===== config.mk =====
export PLATFORM = sky130hd
export DESIGN_NAME = pc2_flat
export DESIGN_NICKNAME = d
export VERILOG_FILES = /design/src/rtl/pc2_pkg.sv /design/src/rtl/pc2_if.sv /design/src/rtl/pc2_ras.sv /design/src/rtl/pc2.sv /design/src/flat_wrapper.sv
export SDC_FILE = /design/constraint.sdc
export NUM_CORES = 1
export LEC_CHECK = 0
export CAP_MARGIN = 20
export CORE_MARGIN = 10
export CORE_UTILIZATION = 44
export CTS_CLUSTER_SIZE = 16
export DETAILED_ROUTE_END_ITERATION = 16
export GPL_TIMING_DRIVEN = 0
export PLACE_DENSITY = 0.61
export SLEW_MARGIN = 5
export SYNTH_ARGS = -nofsm -noshare
export SYNTH_HDL_FRONTEND = slang
export SYNTH_SLANG_ARGS = --single-unit

===== constraint.sdc =====
create_clock -name clk -period 5.7 [get_ports clk]
set_input_delay 1.14 -clock clk [delete_from_list [all_inputs] [get_ports clk]]
set_output_delay 1.14 -clock clk [all_outputs]
set_load 0.1 [all_outputs]

===== src/rtl/pc2_pkg.sv =====
// rtl/pc2_pkg.sv - operation encodings for the pc2 program counter
package pc2_pkg;

  // Codes 6 and 7 are unassigned and fall through to HOLD in the decoder.
  typedef enum logic [2:0] {
    PC_HOLD = 3'd0,
    PC_INC  = 3'd1,
    PC_JMP  = 3'd2,
    PC_BRA  = 3'd3,
    PC_CALL = 3'd4,
    PC_RET  = 3'd5
  } pc_op_e;

endpackage


===== src/rtl/pc2_if.sv =====
// rtl/pc2_if.sv - fetch-stage bus between the fetch control and pc2
// Signals:
//   en, op, din, clr_err : driven by the fetch stage (master)
//   dout, ras_top, ras_cnt, ovf, unf : driven by pc2 (slave)
interface pc2_if #(
  parameter int WIDTH = 32,
  parameter int DEPTH = 8
);
  logic                     en;
  logic [2:0]               op;
  logic [WIDTH-1:0]         din;
  logic                     clr_err;
  logic [WIDTH-1:0]         dout;
  logic [WIDTH-1:0]         ras_top;
  logic [$clog2(DEPTH):0]   ras_cnt;
  logic                     ovf;
  logic                     unf;

  modport master (
    output en, op, din, clr_err,
    input  dout, ras_top, ras_cnt, ovf, unf
  );

  modport slave (
    input  en, op, din, clr_err,
    output dout, ras_top, ras_cnt, ovf, unf
  );
endinterface


===== src/rtl/pc2_ras.sv =====
// rtl/pc2_ras.sv - circular return-address stack for pc2
// Ports:
//   clk, reset_n : clock, synchronous active-low reset (clears sp and count only)
//   push_i, din_i : push din_i; when full the oldest entry is overwritten
//   pop_i        : pop the top entry; ignored when empty
//   top_o        : top entry, 0 when empty
//   cnt_o        : number of valid entries, 0..DEPTH
//   full_o, empty_o : count at DEPTH / at 0
module pc2_ras #(
  parameter int WIDTH = 32,
  parameter int DEPTH = 8
) (
  input  logic                   clk,
  input  logic                   reset_n,
  input  logic                   push_i,
  input  logic                   pop_i,
  input  logic [WIDTH-1:0]       din_i,
  output logic [WIDTH-1:0]       top_o,
  output logic [$clog2(DEPTH):0] cnt_o,
  output logic                   full_o,
  output logic                   empty_o
);
  localparam int PTR_W = $clog2(DEPTH);
  localparam int CNT_W = PTR_W + 1;
  localparam logic [CNT_W-1:0] FULL_CNT = CNT_W'(DEPTH);

  logic [WIDTH-1:0] mem_q [DEPTH];
  logic [PTR_W-1:0] sp_q, sp_d, top_idx;
  logic [CNT_W-1:0] cnt_q, cnt_d;

  assign full_o  = (cnt_q == FULL_CNT);
  assign empty_o = (cnt_q == '0);
  assign cnt_o   = cnt_q;
  assign top_idx = sp_q - PTR_W'(1);
  assign top_o   = empty_o ? '0 : mem_q[top_idx];

  // sp always points at the next free slot. When full, that slot holds the
  // oldest entry, so a push there overwrites it while DEPTH being a power
  // of two lets sp wrap for free.
  always_comb begin
    sp_d  = sp_q;
    cnt_d = cnt_q;
    if (push_i) begin
      sp_d = sp_q + PTR_W'(1);
      if (!full_o) cnt_d = cnt_q + CNT_W'(1);
    end else if (pop_i && !empty_o) begin
      sp_d  = sp_q - PTR_W'(1);
      cnt_d = cnt_q - CNT_W'(1);
    end
  end

  always_ff @(posedge clk) begin
    if (!reset_n) begin
      sp_q  <= '0;
      cnt_q <= '0;
    end else begin
      sp_q  <= sp_d;
      cnt_q <= cnt_d;
    end
  end

  // Storage has no reset: a reset only forgets entries by zeroing the count.
  always_ff @(posedge clk) begin
    if (reset_n && push_i) mem_q[sp_q] <= din_i;
  end
endmodule


===== src/rtl/pc2.sv =====
// rtl/pc2.sv - program counter with jump, relative branch and return-address stack
// Ports:
//   clk     : clock
//   reset_n : synchronous active-low reset; loads RESET_ADDR, empties the RAS, clears flags
//   bus     : pc2_if.slave carrying en/op/din/clr_err in and dout/ras_top/ras_cnt/ovf/unf out
module pc2
  import pc2_pkg::*;
#(
  parameter int               WIDTH      = 32,
  parameter int               DEPTH      = 8,
  parameter logic [WIDTH-1:0] RESET_ADDR = '0
) (
  input logic  clk,
  input logic  reset_n,
  pc2_if.slave bus
);
  logic [WIDTH-1:0] pc_q, pc_d, pc_inc, ras_top;
  logic             ovf_q, ovf_d, unf_q, unf_d;
  logic             push, pop, ovf_evt, unf_evt;
  logic             ras_full, ras_empty;
  pc_op_e           op;

  assign op     = pc_op_e'(bus.op);
  assign pc_inc = pc_q + WIDTH'(1);

  always_comb begin
    pc_d    = pc_q;
    push    = 1'b0;
    pop     = 1'b0;
    ovf_evt = 1'b0;
    unf_evt = 1'b0;
    if (bus.en) begin
      case (op)
        PC_INC:  pc_d = pc_inc;
        PC_JMP:  pc_d = bus.din;
        // Two's complement add modulo 2^WIDTH is a plain unsigned add.
        PC_BRA:  pc_d = pc_q + bus.din;
        PC_CALL: begin
          pc_d    = bus.din;
          push    = 1'b1;
          ovf_evt = ras_full;
        end
        PC_RET: begin
          if (ras_empty) begin
            pc_d    = pc_inc;
            unf_evt = 1'b1;
          end else begin
            pc_d = ras_top;
            pop  = 1'b1;
          end
        end
        default: pc_d = pc_q;
      endcase
    end
  end

  // Set-dominant sticky flags; clr_err acts even when en is low.
  always_comb begin
    ovf_d = ovf_evt ? 1'b1 : (bus.clr_err ? 1'b0 : ovf_q);
    unf_d = unf_evt ? 1'b1 : (bus.clr_err ? 1'b0 : unf_q);
  end

  always_ff @(posedge clk) begin
    if (!reset_n) begin
      pc_q  <= RESET_ADDR;
      ovf_q <= 1'b0;
      unf_q <= 1'b0;
    end else begin
      pc_q  <= pc_d;
      ovf_q <= ovf_d;
      unf_q <= unf_d;
    end
  end

  pc2_ras #(
    .WIDTH (WIDTH),
    .DEPTH (DEPTH)
  ) u_ras (
    .clk     (clk),
    .reset_n (reset_n),
    .push_i  (push),
    .pop_i   (pop),
    .din_i   (pc_inc),
    .top_o   (ras_top),
    .cnt_o   (bus.ras_cnt),
    .full_o  (ras_full),
    .empty_o (ras_empty)
  );

  assign bus.dout    = pc_q;
  assign bus.ras_top = ras_top;
  assign bus.ovf     = ovf_q;
  assign bus.unf     = unf_q;
endmodule


===== src/flat_wrapper.sv =====
// flat-port wrapper written by rule: the top's interface ports become plain ports
module pc2_flat import pc2_pkg::*;
#(
  parameter int               WIDTH      = 32,
  parameter int               DEPTH      = 8,
  parameter logic [WIDTH-1:0] RESET_ADDR = '0
)
  (clk, reset_n, bus_en, bus_op, bus_din, bus_clr_err, bus_dout, bus_ras_top, bus_ras_cnt, bus_ovf, bus_unf);
  pc2_if #(.WIDTH(WIDTH), .DEPTH(DEPTH)) bus_i ();
  input logic clk;
  input logic reset_n;
  input wire logic [$bits(bus_i.en)-1:0] bus_en;
  input wire logic [$bits(bus_i.op)-1:0] bus_op;
  input wire logic [$bits(bus_i.din)-1:0] bus_din;
  input wire logic [$bits(bus_i.clr_err)-1:0] bus_clr_err;
  output wire logic [$bits(bus_i.dout)-1:0] bus_dout;
  output wire logic [$bits(bus_i.ras_top)-1:0] bus_ras_top;
  output wire logic [$bits(bus_i.ras_cnt)-1:0] bus_ras_cnt;
  output wire logic [$bits(bus_i.ovf)-1:0] bus_ovf;
  output wire logic [$bits(bus_i.unf)-1:0] bus_unf;
  assign bus_i.en = bus_en;
  assign bus_i.op = bus_op;
  assign bus_i.din = bus_din;
  assign bus_i.clr_err = bus_clr_err;
  assign bus_dout = bus_i.dout;
  assign bus_ras_top = bus_i.ras_top;
  assign bus_ras_cnt = bus_i.ras_cnt;
  assign bus_ovf = bus_i.ovf;
  assign bus_unf = bus_i.unf;
  pc2 #(.WIDTH(WIDTH), .DEPTH(DEPTH), .RESET_ADDR(RESET_ADDR)) u_core (.clk(clk), .reset_n(reset_n), .bus(bus_i));
endmodule

==> summary.md, run 1 <==
The type of the tightest min-delay check was register to register. The signal on the critical path passes through buf_6 -> buf_6 -> buf_4 -> inv_1 -> ha_1 -> xor2_2 -> clkbuf_4 -> nand2_1 -> a21oi_1 -> dlygate4sd2_1. By instance count, the cell type seen most on the critical path is buf_6. STA puts the critical path data arrival time at 4.34 ns. In this run, synthesis inferred 256 flip-flops with an integrated enable. The floorplan step defined a die boundary enclosing 0.0407 sq mm. The tools report the initial antenna violation count as 0.

The total clock sinks came out at 297. For the number of iterations in the first detailed-routing pass, the log shows 6. In the routed layout, each cell is associated on average with a via count of 6.02. The synthesized design spends more area on one cell type than any other, namely edfxtp_1. The tools report the internal power consumption as 3950 uW. The cell area power density was 325 mW/mm^2; the number of buffers added for setup after CTS was 0.

The run gives 66 as the number of standard-cell rows in the floorplan. For this run the aggregate overflow at the end of global routing stands at 0. Across the routed clock network, the largest skew measured is 0.0124 ns.

The ratio of final minimum period to clock period came out at 96.1%. Remaining antenna violation count: 0. The tool flagged a number of max-cap violations equal to 0. The master of the slowest instance on the critical path was dlygate4sd2_1. The maximum vdd drop was 0.215 mV. The run gives 10,100 as the number of global-route vias before repair.

Per report_power, the clock group accounts for 36.1% of the total. Port buffering added 107 buffers. Summing the areas of all compound-gate instances in the mapped netlist gives 11.2% of the synthesized area.

Ranked by total cell area, the synthesized netlist is headed by edfxtp_1 53%, mux4_2 9.9%, dfxtp_1 5.7%. The run gives 31 as the number of buffers added by the clock tree synthesis step. The count of different cell masters after synthesis is 77, and the sum of routed wire length over all layers is 45,300 um.

CTS placed an instance of clkbuf_16 at the clock tree root. After detailed routing, the number of remaining DRC violations is 0. The switching power as a share of total power came out at 30.4%. The total negative setup slack is 0 ns, and the placer congestion estimate is 0.967. Global routing used 22.0% of the available tracks across all layers. The die is 202 um wide. The I/O pin total is 109, and the cell depth of the worst min-delay path is 2.

Of all nets on the critical path, the largest fanout is 10. Count of hold buffers inserted by post-cts repair: 0. Detailed placement ended at an HPWL of 32,800 um.

The routed length per placed instance was 26.7 um; the layout-stage area growth over the synthesis result was 20.0%. By area, the combinational part of the netlist is dominated by compound AO/OA/AOI/OAI gates. The share of power burned in combinational logic came out at 20.5%.

In this run the static leakage power is 0.00602 uW. The clock passes through at most 3 buffers. The logs give 1,212 for the first-iteration detailed-routing DRC count and 0.57 ns for the insertion delay of the later-clocked pin in the worst-skew pair.

Instance count of the mapped netlist: 1,074. Clock-pin slew was measured on the worst setup and hold paths at 0.06 ns. The height of the die was 202 um; the standard cell core area was 0.0325 sq mm. When the netlist entered floorplanning its net count stood at 1,151.

Count of final max-slew check failures: 0. The tools report the level count of the clock H-tree as 1. STA classifies the critical path endpoint as a primary output. After layout, the minimum clock period comes to 5.48 ns. STA classifies the critical path startpoint as a register. The part of the power in registers was 43.5%; the maximum number of pins on one net before global-route repair was 22. Setup violations remaining at the end of the flow were counted as 0. The quantity of gates resized following cts was 110; the post-synthesis sequential area ratio was 58.6%. A synthesized cell averages 13.5 sq um. The run gives 1720 uW as the switching power of the nets.

The final route contains 10,200 vias. The number of warning messages in the yosys log is 0, and the final-stage net count is 1,308. The netlist area before placement came out at 0.0145 sq mm.

The worst pin sits at a relative slew slack of 28.2%. For the final standard cell area without fillers, the log shows 0.0174 sq mm. TritonCTS built the clock tree. In the synthesized netlist the async set-or-reset flop fraction comes to 0%. The hold violation total from the final report is 0, and the share of synthesized area spent on multiplexers is 11.2%. The area fraction in and, or, nand and nor cells after synthesis came out at 8.98%. The starting utilization of the core area was 44.6%. The tools report the wire length of the first global-routing pass as 67,600 um. Setup repair after global routing left no endpoint under its margin. The run finished with clean final reports. Data on the critical path is required at its endpoint by 4.56 ns.

For the pin with the worst max-slew slack, the measured transition is 1.07 ns. In this run, synthesis produced a sequential element count of 297. The leading register cell type out of synthesis is edfxtp_1. The xor and xnor area share after synthesis works out to 3.85%.

The timing-limited maximum frequency came out at 183 MHz. Start-to-end type of the worst setup path: register to primary output. In this run the biggest area consumer among cell types represents 52.9% of the synthesized area. Measured in cells, the most critical reg-to-reg path has a length of 13.

The synthesized-area fraction occupied by adder cells is 3.38%, and the largest incremental delay on the critical path is 0.91 ns. Cells with a size suffix above 1 make up 17.4% of the layout. The repair_antennas step left the layout with diodes totalling 0. In this run the cell area measured after placement is 0.0164 sq mm.
## registers in the layout, indices dropped and copies added (netlist names)
signal and flops:
u_core.u_ras.mem_q 256, u_core.bus.ovf 1, u_core.u_ras.cnt_o 4, u_core.u_ras.sp_q 3, u_core.bus.dout 32, u_core.bus.unf 1
## critical path, delay by kind of cell (launching register included)
kind / cells / cell delay, ns
adder cells (fa/ha/maj): 1 / 0.29
buffers and inverters: 6 / 2.20
AO/OA/AOI/OAI: 1 / 0.30
XOR/XNOR: 1 / 0.43
AND/OR/NAND/NOR: 1 / 0.09
flip-flops: 1 / 0.44
## layer usage
| layer | vias up | track usage (%) | share of wire [%] |
|---|---|---|---|
| met1 | 5140 | 30.8 | 43 |
| met2 | 483 | 34.1 | 46 |
| met3 | 68 | 3.87 | 8.5 |
| li1 | 4520 | - | - |
| met5 | - | 0 | 0 |
| met4 | 0 | 6.79 | 2.4 |
## final timing paths
path              slack, ns                   to                  from
hold / removal         0.53       u_core.bus.ovf        u_core.bus.ovf
setup reg to reg       1.81  u_core.bus.dout[17]  u_core.u_ras.sp_q[0]
hold reg to reg        0.53       u_core.bus.ovf        u_core.bus.ovf
setup / recovery       0.22      bus_ras_top[10]  u_core.u_ras.sp_q[0]
## layout make-up
class,instances,area (sq um)
clock inverters,20,216
repair buffers,124,1190
flip-flops and latches,297,8510
plain buffers,59,362
inverters,19,71.3
fillers,2785,15100
well taps,442,553
multi-input cells,699,5710
clock buffers,37,818
## logic make-up after synthesis
logic type	count (synthesis)
flip-flops	297
AND/OR/NAND/NOR	275
AO/OA/AOI/OAI	241
multiplexers	82
buffers and inverters	78
XOR/XNOR	63
adder cells (fa/ha/maj)	38
## stage by stage
step                power (uW)  instances  worst slack [ns]  util [%]  hold WS, ns
finish                    5670       1697             0.222      53.6        0.529
floorplan                 3300       1074             0.743         -        0.684
global placement          3650       1623             -3.08      49.6        0.503
global route              5850       1697           0.00261      53.6        0.571
CTS                       5670       1697           -0.0673      53.7        0.533
detailed placement        3660       1640            -0.377      50.5        0.510
## power groups by stage
stage / Clock, uW / Sequential (uW) / Combinational [uW]
floorplan: 0 / 2650 / 658
global placement: 0 / 2510 / 1140
detailed placement: 0 / 2510 / 1160
CTS: 2060 / 2460 / 1150
global route: 2160 / 2470 / 1220
finish: 2040 / 2460 / 1160
## synth_stat cells, types with 4 or more instances
master    instances
o221ai_1         13
nand2_1          92
xor2_1           24
o21ai_1           8
and3_1            7
nand2b_1          7
mux2i_1          18
a21o_1           14
nor2_1           79
nor4_1            4
a221oi_1         21
buf_2            15
nor3_1           11
o21ai_0          50
a31oi_1          10
edfxtp_1        256
clkbuf_1         29
xnor2_1          38
ha_1             36
buf_6             9
nand4_1          16
and2_1           12
a21oi_1          66
mux4_2           64
o21a_1            5
inv_1            19
nor2b_1           6
a221o_1           8
dfxtp_1          41
nand3_1          21
o21bai_1          6
## cell usage in the layout (no fill, tap or decap), types with 14 or more instances in the layout
cell type        netlist  layout
a21oi_1               66      66
clkbuf_16              1      32
a221oi_1              21      21
buf_4                  3      19
nand2_1               92      92
ha_1                  36      36
clkbuf_1              29      32
xnor2_1               38      38
nand4_1               16      16
nor2_1                79      73
dfxtp_1               41      41
inv_1                 19      19
mux4_2                64      64
a21o_1                14      14
xor2_1                24      23
edfxtp_1             256     256
buf_2                 15      19
clkdlybuf4s50_1        0      76
o21ai_0               50      50
nand3_1               21      21
Power figures use the tool's default switching activity.
==> run 2: changes to the inputs <==
- CAP_MARGIN: 20 -> default
==> run 2 against run 1 <==
  * Sequential power hardly changed
  * Critical path type unchanged
  * Worst hold slack got worse by 0.0027 ns
  * Sequential share of layout area up 0.27 points
  * Flip-flop and latch count did not move
  * Critical endpoint is now bus_ras_top[24]
  * Largest power group unchanged
==> summary.md, run 2 (same netlist as run 1, synthesis figures left out) <==
The flow ran to the end, and the final reports show no timing, DRC or antenna violations. For the overall global routing resource usage, the log shows 22.0%. VDD sags by at most 0.224 mV. The setup path with the least slack is of type register to primary output. Largest fanout of any net on the critical path: 10. The master of the slowest instance on the critical path was dlygate4sd2_1. Clock-pin slew was measured on the worst setup and hold paths at 0.06 ns. In this run the static leakage power is 0.00598 uW. The register with the most flip-flops in the layout has 256 of them. The tools report the placed wire-length estimate after detailed placement as 32,900 um. The later pin in the worst-skew pair is clocked with a latency of 0.58 ns. The number of antenna diodes in the final layout is 0. After the first detailed-routing iteration, the DRC count stood at 1,120. The critical path goes through buf_6 -> buf_6 -> buf_4 -> inv_1 -> ha_1 -> buf_2 -> clkbuf_4 -> mux4_2 -> mux2i_2 -> nor2_1 -> dlygate4sd2_1. The timing-limited maximum frequency was 180 MHz.

The ratio of final minimum period to clock period is 97.3%. The logs give 4.56 ns for the required time at the worst-slack endpoint and 1,638 for the instance count after placement with tap cells included. The total of buffers placed on input and output ports is 107, and the number of max-cap violations is 0. Routed length per placed instance: 26.9 um.

Dividing the detail-routed via count by the number of cells gives 5.99. Setup repair after global routing could not meet its margin everywhere. The worst path in the final design needs a cycle of 5.54 ns, including I/O delays and setup.

At the end of routability-driven placement, the weighted congestion stood at 0.967. In this run the worst hold path is classified as register to register. The initial antenna violation count came out at 0. More flip-flops sit in one register than any other, and that register is u_core.u_ras.mem_q.

The depth of the worst register-to-register path is 13. The run gives 0 as the count of hold buffers inserted by post-cts repair. STA classifies the critical path startpoint as a register. The run gives 10,100 as the number of global-route vias before repair. Across all register-to-register paths, the minimum setup slack is 1.71 ns.

For the pin with the worst max-slew slack, the measured transition is 1.07 ns. Setup violations remaining at the end of the flow were counted as 0. The critical path ends at bus_ras_top[24].

The clock passes through at most 3 buffers. For this run, the number of standard cells in the final layout without fillers is 1,691. TritonCTS built the clock tree.

The hold violation total from the final report came out at 0. In the layout the commonest cells are 256 x edfxtp_1, 92 x nand2_1, 76 x clkdlybuf4s50_1, 73 x nor2_1, 66 x a21oi_1. After floorplanning, the core was sized to cover 0.0325 sq mm. In this run the clock root is driven by a clkbuf_16.

In this design, the stage delay of the slowest critical-path cell is 0.61 ns. At the placement stage, the worst setup path has a slack of -0.544 ns. The run gives 1,305 as the final-stage net count. For this run, the detailed router's first-pass iteration total came to 6. Setup slack closes at 0.157 ns.

The count of buffering cells on the critical path with inverters included is 7, and the starting utilization of the core area is 44.6%. After detailed routing, the number of remaining DRC violations is 0. The worst flop-to-flop path startpoint is u_core.u_ras.sp_q[0].

Maximum number of pins on one net before global-route repair: 22. Summed over all layers, the global routing overflow is 0. The tools report the data arrival time at the worst-slack endpoint as 4.40 ns. The floorplan has 66 rows.

The most frequent standard cell in the layout excluding fill and tap cells is edfxtp_1. The endpoint class of the critical path is a primary output. The number of vias after detailed routing was 10,100; the level count of the clock H-tree was 1. In this run the number of cells on the critical path is 11. In this design, the largest share of critical-path delay is due to buffers and inverters.

In this run the horizontal extent of the chip is 202 um. Between clock sinks in the finished design, the worst skew comes to 0.0236 ns. The die covers 0.0407 sq mm. The endpoint of the most critical register-to-register path is u_core.bus.dout[17].

The run gives 30 as the number of buffers added by the clock tree synthesis step. The critical path starts at u_core.u_ras.sp_q[0]. In the final layout, the share of cells above drive strength 1 is 16.8%. Height of the die: 202 um. The clock drives 297 sinks.

Hold timing on the final database bottoms out at a slack of 0.527 ns. The run gives 45,500 um as the sum of routed wire length over all layers. After clock tree synthesis, the setup repair step added 0 buffers. In this run the power density over the cells is 315 mW/mm^2. The layout-stage area growth over the synthesis result works out to 19.3%. Pin placement for this block handled 109 I/O pins.

The tools report the worst relative slew slack as 28.1%. The count of final max-slew check failures is 0, and the wire length of the first global-routing pass is 67,400 um. For the total power consumption of the routed design, the log shows 5460 uW. The remaining antenna violation count came out at 0. Counting stages on the worst path, the most repeated cell is buf_6.
## run 2: final cells by class
cell class / count / area (sq um)
plain buffers: 59 / 360
clock buffers: 35 / 811
clock inverters: 18 / 97.6
fillers: 2777 / 15200
inverters: 19 / 71.3
multi-input cells: 699 / 5730
flip-flops and latches: 297 / 8510
well taps: 442 / 553
repair buffers: 122 / 1200
## run 2: routing by layer
layer	global-route usage (%)	part of all wire, %	vias up
li1	-	-	4498
met1	30.4	43	5121
met2	34.7	46	429
met3	4.34	8.0	80
met4	6.20	2.8	0
met5	0	0	-
## run 2: how the worst min path moves through the flow
stage / startpoint / end / slack (ns) / cells after the start
2_1_floorplan: u_core.u_ras.sp_q[1] / u_core.u_ras.sp_q[1] / 0.68 / 3
3_3_place_gp: u_core.bus.ovf / u_core.bus.ovf / 0.50 / 2
3_5_place_dp: u_core.bus.ovf / u_core.bus.ovf / 0.51 / 2
4_1_cts: u_core.bus.ovf / u_core.bus.ovf / 0.53 / 2
5_1_grt: u_core.bus.ovf / u_core.bus.ovf / 0.59 / 2
6_report: u_core.bus.ovf / u_core.bus.ovf / 0.53 / 2
## run 2: power breakdown
group,internal (uW),switching [uW]
clock,1010,832
combinational,333,824
sequential,2410,54.0
## run 2: tightest hold or removal path: stages, from the launching register on
cell and delay, ns:
dfxtp_1 0.34, a32oi_1 0.06, nor2b_1 0.10
## run 2: repair_timing
action,in CTS,in global routing
resized for setup,117,29
hold endpoints to repair,0,0
setup endpoints to repair,32,28
pin swaps,0,0
## run 2: per-stage QoR
stage	util [%]	setup TNS, ns	area [sq um]
3_5_place_dp	50.4	-5.58	16400
2_1_floorplan	-	0	14500
5_1_grt	53.3	-0.0383	17300
4_1_cts	53.3	-0.129	17300
3_3_place_gp	49.6	-379.00	16100
6_report	53.3	0	17300
==> run 3: changes to the inputs <==
- SETUP_SLACK_MARGIN: default -> 0.15
==> run 3 against run 2 <==
  * Register-to-register slack better by 0.15 ns
  * Utilization about the same
  * Wire length about the same
  * Flip-flop and latch count stayed put
  * Largest power group unchanged
  * Critical path type unchanged
==> summary.md, run 3 (same netlist as run 1, synthesis figures left out) <==
The routed design has 45,500 um of wire. In this run the worst path has a maximum fanout of 10. The width of the chip is 202 um. After clock tree synthesis, the clock-pin slew on the worst setup and hold paths is 0.06 ns. The worst path meets setup with 0.354 ns of slack. Ratio of final minimum period to clock period: 93.8%.

STA puts the critical path data required time at 4.56 ns. TritonCTS built the clock tree. In this run the static leakage power is 0.00597 uW.

The first global-routing pass estimated 67,400 um of wire. The level count of the clock H-tree was 1. Register name with the most flops: u_core.u_ras.mem_q. The insertion delay of the later-clocked pin in the worst-skew pair was 0.57 ns; the number of buffers added by the clock tree synthesis step was 30. The placed wire-length estimate after detailed placement was 32,900 um; the initial antenna violation count was 0. The final route contains 10,200 vias. In this run the core area contains 66 standard-cell rows. The count of final max-slew check failures is 0.

The timing-limited maximum frequency is 187 MHz, and the share of post-route cells with drive strength above 1 is 17.1%. The worst setup path is captured at a primary output. The layout-stage area growth over the synthesis result works out to 19.4%. The tools report the total setup violations reported at the end of the flow as 0. The start-to-end type of the worst setup path is register to primary output. Worst relative slew slack: 27.5%. For the hold violation total from the final report, the log shows 0. The number of flip-flops under the largest register name works out to 256. The final-stage net count was 1,305; the routed length per placed instance was 26.9 um.

Once the floorplan was initialized, standard cells occupied 44.6% of the core. The detailed-route vias per instance came out at 6.02. The remaining antenna violation count was 0; the count of hold buffers inserted by post-cts repair was 0. The library cell used most frequently in the layout, excluding fill and tap cells, is edfxtp_1. Entering global routing, the biggest net connects 22 pins.

The worst setup path is launched from a register. VDD sags by at most 0.224 mV. The root buffer cell chosen for the clock tree is clkbuf_16. For the pin with the worst max-slew slack, the measured transition is 1.08 ns. The worst setup skew after layout is 0.0227 ns. The tree built by TritonCTS fans out to 297 sinks.

The total overflow left after global routing is 0. The flow ran to the end, and the final reports show no timing, DRC or antenna violations. The run gives 10,100 as the number of global-route vias before repair.

Total negative setup slack: 0 ns. For this run, design rule violations remaining after detail routing come to 0. The tools report the I/O pin total as 109. The first TritonRoute pass finished after 6 iterations.

In this run the vertical extent of the chip is 202 um. Prior to clock tree synthesis, the placed netlist has a worst setup slack of -0.544 ns. Dividing total power by cell area gives a power density of 315 mW/mm^2. The total area inside the core boundary comes to 0.0325 sq mm. Setup repair after global routing left no endpoint under its margin. The top cell types in the final layout, fill and taps aside, are 256 x edfxtp_1, 92 x nand2_1, 76 x clkdlybuf4s50_1, 73 x nor2_1, 65 x a21oi_1. Overall global routing resource usage: 22.1%. The die covers 0.0407 sq mm. Across the run, the number of max-cap violations was 0.

Placer congestion estimate: 0.967. The path class of the tightest hold or removal check is register to register. Data arrival time at the worst-slack endpoint: 4.21 ns. In this run the tool buffered the top-level ports with 107 buffer cells. The run gives 3 as the number of buffers on the longest clock path. The clock period could shrink to 5.35 ns.

The detailed router finished its first iteration with 1,130 violations. The repair_antennas step left the layout with diodes totalling 0.
run 3: layout make-up:
| type | count | area, sq um |
|---|---|---|
| Buffer | 59 | 365 |
| Clock buffer | 35 | 811 |
| Clock inverter | 18 | 97.6 |
| Fill cell | 2774 | 15200 |
| Inverter | 19 | 71.3 |
| Multi-Input combinational cell | 699 | 5740 |
| Sequential cell | 297 | 8510 |
| Tap cell | 442 | 553 |
| Timing Repair Buffer | 122 | 1190 |
run 3: worst max-delay path: stages, from the launching register on:
cell and delay (ns):
dfxtp_1 0.45, buf_6 0.23, buf_6 0.24, buf_6 0.23
inv_1 0.11, ha_1 0.36, xor2_4 0.35, buf_4 0.33
nand2_1 0.09, a21oi_1 0.32, dlygate4sd2_1 0.91
run 3: path summary, 6_finish.rpt:
path / from / to / slack, ns / cells after the start
worst max register to register: u_core.u_ras.sp_q[0] / u_core.bus.dout[17] / 1.86 / 13
worst min-delay path: u_core.bus.ovf / u_core.bus.ovf / 0.53 / 2
worst min register to register: u_core.bus.ovf / u_core.bus.ovf / 0.53 / 2
worst max-delay path: u_core.u_ras.sp_q[0] / bus_ras_top[12] / 0.35 / 10
run 3: report_power, final:
part           internal [uW]  total (uW)  switching (uW)
sequential              2410        2460            53.4
clock                   1010        1830             824
combinational            333        1160             824
total                   3750        5450            1700
run 3: per-layer routing:
layer	vias to the layer above	GRT usage [%]	share of wire, %
met5	-	0	0
met4	0	6.12	2.5
met3	73	4.32	8.7
met2	490	34.8	46
met1	5113	30.5	42
li1	4497	-	-
run 3: repair_timing:
action,4_1_cts,5_1_grt
gates resized for setup,132,22
setup buffers,0,0
endpoints found under the setup margin,32,28
run 3: metrics by stage:
stage / area [sq um] / hold slack (ns) / util [%] / std cells / total power, uW
2_1_floorplan: 14500 / 0.684 / - / 1074 / 3300
6_report: 17300 / 0.527 / 53.3 / 1691 / 5450
4_1_cts: 17300 / 0.530 / 53.3 / 1691 / 5470
5_1_grt: 17300 / 0.586 / 53.3 / 1691 / 5640
3_3_place_gp: 16100 / 0.503 / 49.6 / 1623 / 3650
3_5_place_dp: 16400 / 0.509 / 50.4 / 1638 / 3660
